==> src/rtl/red_pitaya_subsys_seq.sv <==
`timescale 1ns/1ps
// Purpose: power-sequences N_MOD sub-module enables one bit at a time toward a prefix-closed target.
// Latency: one enable step per SETTLE+1 cycles; done_o is registered on the SETTLE-to-IDLE edge.
// Backpressure: none; req_i/abort_i are level requests, sampled only while IDLE.
//
// Ports:
//   clk, rstn       - rising-edge clock, asynchronous active-low reset
//   req_i[N_MOD]    - requested enable per sub-module (register bank)
//   abort_i         - level force-off; forces the target to all-zero
//   enable_o[N_MOD] - enable per sub-module, always prefix-closed
//   ready_o[N_MOD]  - enabled and no longer settling
//   busy_o          - settling, or enable_o still differs from target
//   done_o          - one-cycle pulse when a settle ends with enable_o at target
module red_pitaya_subsys_seq #(
  parameter int N_MOD  = 4,
  parameter int SETTLE = 8
) (
  input  logic             clk,
  input  logic             rstn,
  input  logic [N_MOD-1:0] req_i,
  input  logic             abort_i,
  output logic [N_MOD-1:0] enable_o,
  output logic [N_MOD-1:0] ready_o,
  output logic             busy_o,
  output logic             done_o
);

  localparam int         IW       = (N_MOD > 1) ? $clog2(N_MOD) : 1;
  localparam logic [7:0] CNT_LOAD = 8'(SETTLE - 1);

  typedef enum logic {S_IDLE, S_SETTLE} state_t;

  state_t           state;
  logic [7:0]       cnt;
  logic [IW-1:0]    cur_idx;
  logic [N_MOD-1:0] tgt;
  logic [IW-1:0]    hi_idx;
  logic [IW-1:0]    lo_idx;
  logic             dis_pend;
  logic             en_pend;

  // A sub-module may only be requested if every lower one is, so the
  // target is the running AND of the request bits (abort kills bit 0).
  always_comb begin
    logic run;
    tgt = '0;
    run = ~abort_i;
    for (int k = 0; k < N_MOD; k++) begin
      run    = run & req_i[k];
      tgt[k] = run;
    end
  end

  // enable_o is prefix-closed, so the highest set bit and the lowest
  // clear bit are the only candidates for the next step.
  always_comb begin
    hi_idx = '0;
    lo_idx = '0;
    for (int k = 0; k < N_MOD; k++)
      if (enable_o[k]) hi_idx = IW'(k);
    for (int k = N_MOD - 1; k >= 0; k--)
      if (!enable_o[k]) lo_idx = IW'(k);
  end

  assign dis_pend = |(enable_o & ~tgt);
  assign en_pend  = |(tgt & ~enable_o);

  always_ff @(posedge clk or negedge rstn) begin
    if (!rstn) begin
      state    <= S_IDLE;
      enable_o <= '0;
      done_o   <= 1'b0;
      cnt      <= 8'd0;
      cur_idx  <= '0;
    end else begin
      done_o <= 1'b0;
      case (state)
        S_IDLE: begin
          // Shutting down wins over powering up.
          if (dis_pend) begin
            enable_o[hi_idx] <= 1'b0;
            cur_idx          <= hi_idx;
            cnt              <= CNT_LOAD;
            state            <= S_SETTLE;
          end else if (en_pend) begin
            enable_o[lo_idx] <= 1'b1;
            cur_idx          <= lo_idx;
            cnt              <= CNT_LOAD;
            state            <= S_SETTLE;
          end
        end
        S_SETTLE: begin
          // Request changes here are ignored; the window always runs out.
          if (cnt == 8'd0) begin
            state  <= S_IDLE;
            done_o <= (enable_o == tgt);
          end else begin
            cnt <= cnt - 8'd1;
          end
        end
        default: state <= S_IDLE;
      endcase
    end
  end

  always_comb begin
    ready_o = '0;
    for (int k = 0; k < N_MOD; k++)
      ready_o[k] = enable_o[k] & ~((state == S_SETTLE) && (cur_idx == IW'(k)));
  end

  assign busy_o = (state == S_SETTLE) | (enable_o != tgt);

endmodule

==> config.mk <==
export PLATFORM = sky130hd
export DESIGN_NAME = red_pitaya_subsys_seq
export DESIGN_NICKNAME = d
export VERILOG_FILES = /design/src/rtl/red_pitaya_subsys_seq.sv
export SDC_FILE = /design/constraint.sdc
export NUM_CORES = 1
export LEC_CHECK = 0
export ABC_CLOCK_PERIOD_IN_PS = 1900
export CAP_MARGIN = 20
export CORE_MARGIN = 2
export CORE_UTILIZATION = 45
export CTS_BUF_LIST = sky130_fd_sc_hd__clkbuf_2 sky130_fd_sc_hd__clkbuf_4 sky130_fd_sc_hd__clkbuf_8
export DETAILED_ROUTE_END_ITERATION = 10
export GPL_TIMING_DRIVEN = 0
export HOLD_SLACK_MARGIN = 0.05
export PLACE_DENSITY_LB_ADDON = 0.12
export SLEW_MARGIN = 20
export SYNTH_ARGS = -nofsm -noshare
export SYNTH_HDL_FRONTEND = slang
export SYNTH_SLANG_ARGS = --single-unit
==> constraint.sdc <==
create_clock -name clk -period 1.9 [get_ports clk]
set_input_delay 0.19 -clock clk [delete_from_list [all_inputs] [get_ports clk]]
set_output_delay 0.19 -clock clk [all_outputs]
set_load 0.02 [all_outputs]
==> impl_results.md, run 1 <==
* Status: finished, final reports clean
* Vias per inst at 5.533
* Gr ovfl total at 0
* Nets@finish at 165
* Max cap viols at 0
* Routed WL at 2480 um
* Crit-path cells: clkdlybuf4s15_1 -> and3b_2 -> nand2_4 -> inv_4 -> nand2_4 -> inv_2 -> ha_4 -> nor4_4 -> nand2_2 -> o221ai_4 -> buf_6 -> nand3_1 -> o21ai_0
* Area of the multi-input gates at 690.7 um^2
* Core Area at 2233 um^2
* Final GP Congestion at 0.8123
* IO Pins at 17
* Initial DRC Count at 19
* Synth Cell Area at 1079 um^2
* H-tree levels at 1
* Yosys synthesis warning count at 0
* CP Data Arrival Time at 2.10 ns
* Area growth syn-to-layout at 40.49%
* Relative slew slack at 0.5214
* Vias at 996
* Post-Syn Area per Cell at 9.063 um^2
* Detail Route Antenna Nets at 0
* Share of cells above drive strength 1 at 0.3487
* Wire per inst at 13.78 um
* Die Wd at 52.96 um
* EDFF count, synth at 0
* CP delay by family, top: simple AND/OR/NAND/NOR gates
* Yosys reg bits at 16
* GR Util All Layers at 0.2002
* Post-Syn Nets at 131
* WP buf/inv at 4
* CP Class: input pin to flip-flop
* Pwr Density at 403.7 nW/um^2
* Max Transition Viols Final at 0
* Ant. Diodes at 0
* Met1 usage at 0.2185
* Clock Sinks at 16
* CP startpoint kind: input pin
* Worst Tran Pin Value at 0.7157 ns
* Core Rows at 17
* Final min period at 1.894 ns
* Post-synth ARST share at 1.000
* Initial Util at 0.4829
* CP max stage delay at 0.32 ns
* RSZ-0062 raised after global routing: yes
* Die Y at 52.96 um
* First-pass detailed-route iteration total at 4
* Critical Path RT at 2.10 ns
* Final std cells w/o fill at 180
* Setup Skew at 0.003694 ns
* Initial antenna violation count at 0
* Sequential area share after synthesis at 0.3712
* Clock slew at reported path FFs at 0.09 ns
* Sequential cell area at 404.1 um^2
* Critical path endpoint category: flip-flop
* Die Area at 2804 um^2
* CP dominant cell by count: nand2_4
* Largest net degree at the start of global routing at 17
* Cell variety after synth at 42
* Max Fclk at 527.8 MHz
* Placed Cells at 163
* First-pass GRT wire length at 4091 um
* Clk buf depth at 2
* Post-DP HPWL at 1712 um
* Cts hold-fix bufs at 0
* Vias in the first global route at 981
* Final instance area at 1515 um^2
* Worst VDD drop at 0.4396 mV
* GRT busiest layer: met2
* Crit Path Max Fanout at 6
* Final setup viols at 0
* Dpl cell area at 1286 um^2
* GR met2 Demand/Resource at 0.3646
* Fill cells at 183
* Met3 usage at 0.03107
* Fin crit share at 0.9971
* Root buf cell: clkbuf_4
* Predominant post-synthesis flop cell: dfrtp_1
* Final Hold Fails at 0
* Worst skew pair latency at 0.29 ns
* Residual DRC count at 0
* Hold Crit Class: input pin to asynchronous set/reset pin
* Gate Count Post-Synth at 119
* Max stage delay cell, worst path: nor4_4
* CTS Buf Count at 3
* Port Buffers at 16
* TritonCTS clock tree: built
* Leakage power at 0.6549 nW
-- worst paths after layout --
check | slack [ns] | depth (start not counted) | start | endpoint
worst max-delay path | 0.006 | 13 | req_i[1] | cnt[4]
worst min-delay path | 0.32 | 1 | rstn | state
worst max register to register | 0.04 | 8 | enable_o[2] | cnt[4]
worst min register to register | 0.53 | 2 | cur_idx[0] | cur_idx[0]
max in group asynchronous | 1.09 | 1 | rstn | enable_o[2]
min in group clk | 0.39 | 5 | req_i[0] | done_o
-- cell families after synthesis --
logic type	count (synthesis)	share of synthesized area
compound gates	31	0.2146
xor+xnor	4	0.03249
fa+ha+maj	5	0.05800
buf+inv	16	0.06497
flops	16	0.3712
mux	4	0.04060
simple gates	43	0.2181
-- registers in the layout, indices dropped and copies added (netlist names) --
register  count
cnt           8
cur_idx       2
done_o        1
enable_o      4
state         1
-- layout make-up --
| type | count | area share |
|---|---|---|
| Buffer | 5 | 0.03055 |
| Clock buffer | 4 | 0.02395 |
| Inverter | 11 | 0.03303 |
| Multi-Input combinational cell | 87 | 0.4558 |
| Sequential cell | 16 | 0.2667 |
| Tap cell | 28 | 0.02312 |
| Timing Repair Buffer | 29 | 0.1668 |
-- Yosys cell counts, types with 2 or more instances --
cell type,count,share of area
nand2b_1,2,0.012
buf_2,2,0.0093
dfrtp_1,16,0.37
ha_1,5,0.058
xnor2_1,2,0.016
nor3_1,2,0.0093
a21oi_1,4,0.019
inv_1,11,0.038
nand3_1,5,0.023
o31a_1,2,0.016
nor2_1,7,0.024
nand2_2,2,0.012
clkbuf_1,2,0.0070
a21o_1,2,0.014
a31oi_1,3,0.017
nand4_1,2,0.012
o41ai_1,2,0.016
nand2_1,14,0.049
o21ai_0,7,0.032
xor2_1,2,0.016
mux2_2,3,0.031
o21ai_1,2,0.0093
-- power by group --
part / switching [mW] / internal, mW
Combinational: 0.0235 / 0.0215
Clock: 0.110 / 0.117
Sequential: 0 / 0.340
-- through the flow --
step | power, mW | TNS [ns] | utilization | hold slack [ns] | setup WS [ns]
detailed placement | 0.3852 | -9.548 | 0.5759 | 0.5142 | -0.6987
global placement | 0.3842 | -8.872 | 0.5759 | 0.5158 | -0.6518
floorplan | 0.3626 | 0 | - | -0.1056 | 0.007981
global route | 0.6329 | -0.4737 | 0.6784 | 0.3860 | -0.08624
finish | 0.6117 | 0 | 0.6784 | 0.3206 | 0.005506
CTS | 0.6186 | 0 | 0.6415 | 0.3413 | 0.008100
-- cell usage in the layout (no fill, tap or decap), types with 2 or more instances in the layout --
cell             synthesis  layout
buf_2                    2       2
mux2_2                   3       3
clkdlybuf4s50_1          0      10
dlymetal6s2s_1           0       2
inv_4                    0       2
o41ai_1                  2       2
nand2b_1                 2       2
buf_6                    1       2
o31a_1                   2       2
nand2_2                  2       4
inv_2                    0       2
nand3_1                  5       5
nor3_1                   2       2
inv_1                   11       6
nand4_1                  2       2
xnor2_1                  2       2
o21ai_0                  7       7
buf_4                    0      13
clkdlybuf4s15_1          0       2
xor2_1                   2       2
a21o_1                   2       2
nand2_4                  0       2
dfrtp_2                  0       3
clkbuf_4                 0       3
nor2_1                   7       7
ha_4                     0       4
a31oi_1                  3       3
dfrtp_1                 16      13
a21oi_1                  4       4
nand2_1                 14      10
-- per-layer routing --
layer  vias up  part of all wire
met5         -                 0
met4         0             0.027
met3         9             0.048
met2        28              0.53
met1       468              0.40
li1        491                 -
-- timing repair --
| action | CTS | global route |
|---|---|---|
| setup buffers | 9 | 3 |
| gates cloned | 1 | 0 |
| pin swaps | 5 | 7 |
| gates resized for setup | 23 | 19 |
| endpoints found under the hold margin | 0 | 0 |
| setup endpoints to repair | 18 | 15 |
Note: power is estimated with default switching activity, not from simulation.
==> run 2: changes to the inputs <==
--- a/config.mk
+++ b/config.mk
@@ -14,6 +14,7 @@
 export GPL_TIMING_DRIVEN = 0
 export HOLD_SLACK_MARGIN = 0.05
 export PLACE_DENSITY_LB_ADDON = 0.12
+export SETUP_SLACK_MARGIN = 0.1
 export SLEW_MARGIN = 20
 export SYNTH_ARGS = -nofsm -noshare
 export SYNTH_HDL_FRONTEND = slang
==> impl_results.md, run 2 (synthesis gave the netlist of run 1 again) <==
* Status: finished, final reports clean
* Crit Path Max Fanout at 5 (-1)
* Detail Route Antenna Nets at 0 (unchanged)
* Overall Power at 0.6085 mW (-0.52%)
* Fin crit share at 0.9755 (-0.02156)
* Die Area at 2804 um^2 (unchanged)
* R2r startpoint: enable_o[2]
* Max cap viols at 0 (unchanged)
* CP Data Arrival Time at 2.06 ns (-0.04 ns)
* CP startpoint kind: flip-flop
* Port Buffers at 16 (unchanged)
* R2R Path End: cnt[7]
* Residual DRC count at 0 (unchanged)
* Core Util, Final at 0.7076 (+0.02913)
* Relative slew slack at 0.5200 (-0.001390)
* Critical Path RT at 2.11 ns (about the same)
* Commonest cells after routing, fill and taps aside: dfrtp_1 (13), buf_4 (13), nand2_1 (8)
* Worst slack at placement at -0.5796 ns (+0.1191 ns)
* Worst Tran Pin Value at 0.7178 ns (+0.002079 ns)
* GR Util All Layers at 0.2104 (+0.01016)
* Final Worst Setup Slack at 0.04647 ns (+0.04096 ns)
* Setup TNS at 0 ns (unchanged)
* Root buf cell: clkbuf_4
* Top reg by flops: cnt
* Critical path endpoint category: flip-flop
* Final GP Congestion at 0.8171 (+0.59%)
* Max Transition Viols Final at 0 (unchanged)
* Initial antenna violation count at 0 (unchanged)
* Initial Util at 0.4829 (unchanged)
* Timing endpoint of the critical path: cnt[7]
* Ant. Diodes at 0 (unchanged)
* Vias per inst at 5.399 (-2.4%)
* Nets@finish at 168 (+1.8%)
* Die Y at 52.96 um (unchanged)
* Max reg flops at 8 (unchanged)
* Wire per inst at 14.60 um (+5.9%)
* Core Area at 2233 um^2 (unchanged)
* TritonCTS clock tree: built
* Share of cells above drive strength 1 at 0.4194 (+0.07067)
* IO Pins at 17 (unchanged)
* Area growth syn-to-layout at 46.52%
* Final Hold Fails at 0 (unchanged)
* Largest regs: cnt x8, enable_o x4, cur_idx x2
* Hold Crit Class: input pin to asynchronous set/reset pin
* Reg2reg setup slack at 0.05 ns (about the same)
* Initial DRC Count at 11 (-8)
* Clock slew at reported path FFs at 0.09 ns (about the same)
* Vias in the first global route at 947 (-3.5%)
* CTS Buf Count at 3 (unchanged)
* Die Wd at 52.96 um (unchanged)
* Max Fclk at 539.5 MHz (+2.2%)
* Leakage power at 0.6906 nW (+5.5%)
* Largest net degree at the start of global routing at 17 (unchanged)
* Final setup viols at 0 (unchanged)
* H-tree levels at 1 (unchanged)
* Gr ovfl total at 0 (unchanged)
* CP Class: flip-flop to flip-flop
* Fill cells at 177 (-3.3%)
* Routed WL at 2671 um (+7.7%)
* Post-DP HPWL at 1838 um (+7.4%)
* Worst VDD drop at 0.4519 mV (+2.8%)
* Final min period at 1.854 ns (-0.04096 ns)
* Clk buf depth at 2 (unchanged)
* Vias at 988 (-0.80%)
* Worst r2r path cells at 8 (unchanged)
* Worst skew pair latency at 0.28 ns (about the same)
* Core Rows at 17 (unchanged)
* Clock Sinks at 16 (unchanged)
* Setup Skew at 0.004641 ns (+0.0009468 ns)
* RSZ-0062 raised after global routing: yes
* Crit path launch: enable_o[2]
* First-pass GRT wire length at 4181 um (+2.2%)
* Pwr Density at 385.1 nW/um^2 (-4.6%)
* First-pass detailed-route iteration total at 4 (unchanged)
run 2: cell types whose count changed in the layout (fill, tap and decap cells not counted), sizes merged:
cell	change
buf	+3
clkbuf	+2
clkdlybuf4s15	-2
clkdlybuf4s50	-3
dlygate4sd2	+4
dlymetal6s2s	-1
run 2: critical path, cell delays in order, from the launching register on:
cell      delay, ns
dfrtp_2        0.44
inv_4          0.06
ha_4           0.16
nor4_4         0.36
nand2_2        0.11
o221ai_4       0.31
buf_6          0.17
nand2_2        0.05
mux2i_1        0.13
run 2: worst min path at each step:
stage / start / end / slack (ns) / cells after the start
2_1_floorplan: rstn / cnt[0] / -0.11 / 0
3_3_place_gp: cur_idx[0] / cur_idx[0] / 0.51 / 2
3_5_place_dp: cur_idx[0] / cur_idx[0] / 0.54 / 2
4_1_cts: rstn / enable_o[0] / 0.34 / 1
5_1_grt: rstn / cnt[5] / 0.37 / 1
6_report: rstn / enable_o[0] / 0.33 / 1
run 2: per-stage QoR:
step | hold WS, ns | cells | area (um^2)
2_1_floorplan | -0.1056 | 119 | 1125
5_1_grt | 0.3690 | 183 | 1580
3_5_place_dp | 0.5427 | 163 | 1320
3_3_place_gp | 0.5135 | 163 | 1320
6_report | 0.3274 | 183 | 1580
4_1_cts | 0.3384 | 179 | 1471
run 2: cell type report:
cell class / instances / area, um^2 / area share
Multi-Input combinational cell: 87 / 729.5 / 0.4616
Sequential cell: 16 / 404.1 / 0.2557
Timing Repair Buffer: 32 / 275.3 / 0.1742
Inverter: 11 / 52.55 / 0.03325
Buffer: 5 / 47.55 / 0.03009
Clock buffer: 4 / 36.28 / 0.02296
Tap cell: 28 / 35.03 / 0.02217
run 2: power by group:
| group | switching [mW] | internal, mW |
|---|---|---|
| clock network | 0.105 | 0.117 |
| registers | 0 | 0.340 |
| logic | 0.0241 | 0.0221 |
| total | 0.130 | 0.479 |
run 2: repair_timing:
action,4_1_cts,5_1_grt
hold buffers,0,0
endpoints found under the hold margin,0,0
gates cloned,1,0
buffers inserted,11,4
resized for setup,31,21
pin swaps,7,7
endpoints found under the setup margin,20,15
run 2: per-layer routing:
metal	up-vias	track usage	routed length [um]
met5	-	0	0
met4	0	0.07692	39
met3	4	0.02542	74
met2	26	0.4104	1438
met1	463	0.2274	1118
li1	495	-	-
==> run 3: changes to the inputs <==
--- a/config.mk
+++ b/config.mk
@@ -7,7 +7,7 @@
 export LEC_CHECK = 0
 export ABC_CLOCK_PERIOD_IN_PS = 1900
 export CAP_MARGIN = 20
-export CORE_MARGIN = 2
+export CORE_MARGIN = 10
 export CORE_UTILIZATION = 45
 export CTS_BUF_LIST = sky130_fd_sc_hd__clkbuf_2 sky130_fd_sc_hd__clkbuf_4 sky130_fd_sc_hd__clkbuf_8
 export DETAILED_ROUTE_END_ITERATION = 10
==> impl_results.md, run 3 (synthesis gave the netlist of run 1 again) <==
* Status: finished, final reports clean
* Vias per inst at 5.443 (+0.81%)
* Final min period at 1.862 ns (+0.008069 ns)
* Die Wd at 68.96 um (+30%)
* Worst hold slack at 0.3184 ns (-0.008942 ns)
* CP delay by family, top: simple AND/OR/NAND/NOR gates
* Port Buffers at 16 (unchanged)
* Hold Crit Class: input pin to asynchronous set/reset pin
* GR met2 Demand/Resource at 0.2055 (-0.2049)
* Detail Route Antenna Nets at 0 (unchanged)
* Met1 usage at 0.1490 (-0.07838)
* RSZ-0062 raised after global routing: yes
* Vias in the first global route at 973 (+2.7%)
* Ant. Diodes at 0 (unchanged)
* CTS Buf Count at 3 (unchanged)
* Pwr Density at 401.1 nW/um^2 (+4.2%)
* Root buf cell: clkbuf_4
* Die Y at 68.96 um (+30%)
* Max cap viols at 0 (unchanged)
* Critical Path RT at 2.08 ns (-0.03 ns)
* GR Util All Layers at 0.1227 (-0.08773)
* Max stage delay cell, worst path: dfrtp_2
* Initial antenna violation count at 0 (unchanged)
* Crit-path cells: ha_2 -> nor4_4 -> nand2_2 -> o221ai_4 -> buf_6 -> nor3_1 -> o21a_1
* Overall Power at 0.6112 mW (+0.45%)
* CP Class: flip-flop to flip-flop
* Worst Tran Pin Value at 0.7117 ns (-0.006066 ns)
* Max Transition Viols Final at 0 (unchanged)
* Worst VDD drop at 0.3840 mV (-15%)
* Initial Util at 0.4784 (-0.004556)
* Initial DRC Count at 40 (+29)
* Core Rows at 17 (unchanged)
* H-tree levels at 1 (unchanged)
* Clock slew at reported path FFs at 0.09 ns (about the same)
* Critical path endpoint category: flip-flop
* Residual DRC count at 0 (unchanged)
* Routed WL at 2766 um (+3.6%)
* Final std cells w/o fill at 183 (unchanged)
* Critical Path Stages at 7 (-1)
* Clk buf depth at 2 (unchanged)
* Commonest non-fill, non-tap cell in the layout: buf_4
* First-pass GRT wire length at 4533 um (+8.4%)
* Post-DP HPWL at 1869 um (+1.7%)
* Worst skew pair latency at 0.29 ns (about the same)
* Fin crit share at 0.9798 (+0.004247)
* Wire per inst at 15.11 um (+3.6%)
* Final instance area at 1524 um^2 (-3.6%)
* Area of the multi-input gates at 684.4 um^2 (-6.2%)
* CP max stage delay at 0.46 ns (+0.02 ns)
* Setup Skew at 0.001257 ns (-0.003384 ns)
* Met3 usage at 0.02899 (+0.003562)
* Top reg by flops: cnt
* Relative slew slack at 0.5241 (+0.004056)
* Area growth syn-to-layout at 41.30%
* CP Data Arrival Time at 2.04 ns (-0.02 ns)
* Core Util, Final at 0.6759 (-0.03165)
* Commonest cells after routing, fill and taps aside: buf_4 (16), dfrtp_1 (13), nand2_1 (10)
* Final setup viols at 0 (unchanged)
* Max Fclk at 537.2 MHz (-0.43%)
* Core Area at 2255 um^2 (+0.95%)
* Nets@finish at 168 (unchanged)
* Worst r2r path cells at 7 (-1)
* Clock Sinks at 16 (unchanged)
* Crit Path Max Fanout at 5 (unchanged)
* First-pass detailed-route iteration total at 4 (unchanged)
* TritonCTS clock tree: built
* Final GP Congestion at 0.8083 (-1.1%)
* Sequential cell area at 404.1 um^2 (unchanged)
* Die Area at 4755 um^2 (+70%)
* CP startpoint kind: flip-flop
* Share of cells above drive strength 1 at 0.3806 (-0.03871)
* Dpl cell area at 1320 um^2 (unchanged)
* Largest net degree at the start of global routing at 17 (unchanged)
* Fill cells at 195 (+10%)
* IO Pins at 17 (unchanged)
* Largest regs: cnt x8, enable_o x4, cur_idx x2
* Max reg flops at 8 (unchanged)
* Vias at 996 (+0.81%)
* Leakage power at 0.6590 nW (-4.6%)
* Placed Cells at 163 (unchanged)
* Gr ovfl total at 0 (unchanged)
* WP buf/inv at 1 (-1)
* Final Hold Fails at 0 (unchanged)
* GRT busiest layer: met2
==> run 3: cell count changes in the layout (fill, tap and decap cells not counted), sizes merged <==
cell,change
buf,-2
clkbuf,+2
==> run 3: metal layers <==
metal	vias up	part of all wire
li1	496	-
met1	463	0.42
met2	29	0.49
met3	8	0.060
met4	0	0.023
met5	-	0
==> run 3: final cells by class <==
type,instances,share of cell area
Buffer,5,0.03120
Tap cell,28,0.02299
Multi-Input combinational cell,87,0.4491
Inverter,11,0.03448
Sequential cell,16,0.2652
Timing Repair Buffer,32,0.1732
Clock buffer,4,0.02381
==> run 3: what timing repair did <==
action,4_1_cts,5_1_grt
setup endpoints to repair,20,16
resized for setup,22,17
gates cloned,1,0
pin swaps,5,6
hold buffers,0,0
setup buffers,11,4
==> run 3: final timing paths <==
kind / startpoint / end / slack [ns]
max: enable_o[2] / enable_o[3] / 0.04
min: rstn / enable_o[0] / 0.32
max reg2reg: enable_o[2] / enable_o[3] / 0.04
min reg2reg: cur_idx[0] / cur_idx[0] / 0.55
max in group asynchronous: rstn / enable_o[2] / 1.09
min in group clk: abort_i / enable_o[1] / 0.37
==> run 3: report_power, final <==
part           leakage, nW  total, mW  switching, mW  internal (mW)
logic                0.448     0.0438         0.0225         0.0213
clock network       0.0210      0.227          0.110          0.117
registers            0.190      0.340              0          0.340
==> run 3: worst reg2reg max path, cell delays in order (launching register included) <==
cell and delay [ns]:
dfrtp_2 0.46, ha_2 0.22, nor4_4 0.33, nand2_2 0.10, o221ai_4 0.26, buf_6 0.14, nor3_1 0.04, o21a_1 0.19
==> run 3: metrics by stage <==
| step | worst slack (ns) | setup TNS [ns] |
|---|---|---|
| 6_report | 0.03840 | 0 |
| 5_1_grt | -0.04552 | -0.1199 |
| 4_1_cts | 0.005663 | 0 |
| 3_5_place_dp | -0.5723 | -7.797 |
| 3_3_place_gp | -0.5526 | -7.492 |
| 2_1_floorplan | 0.1093 | 0 |
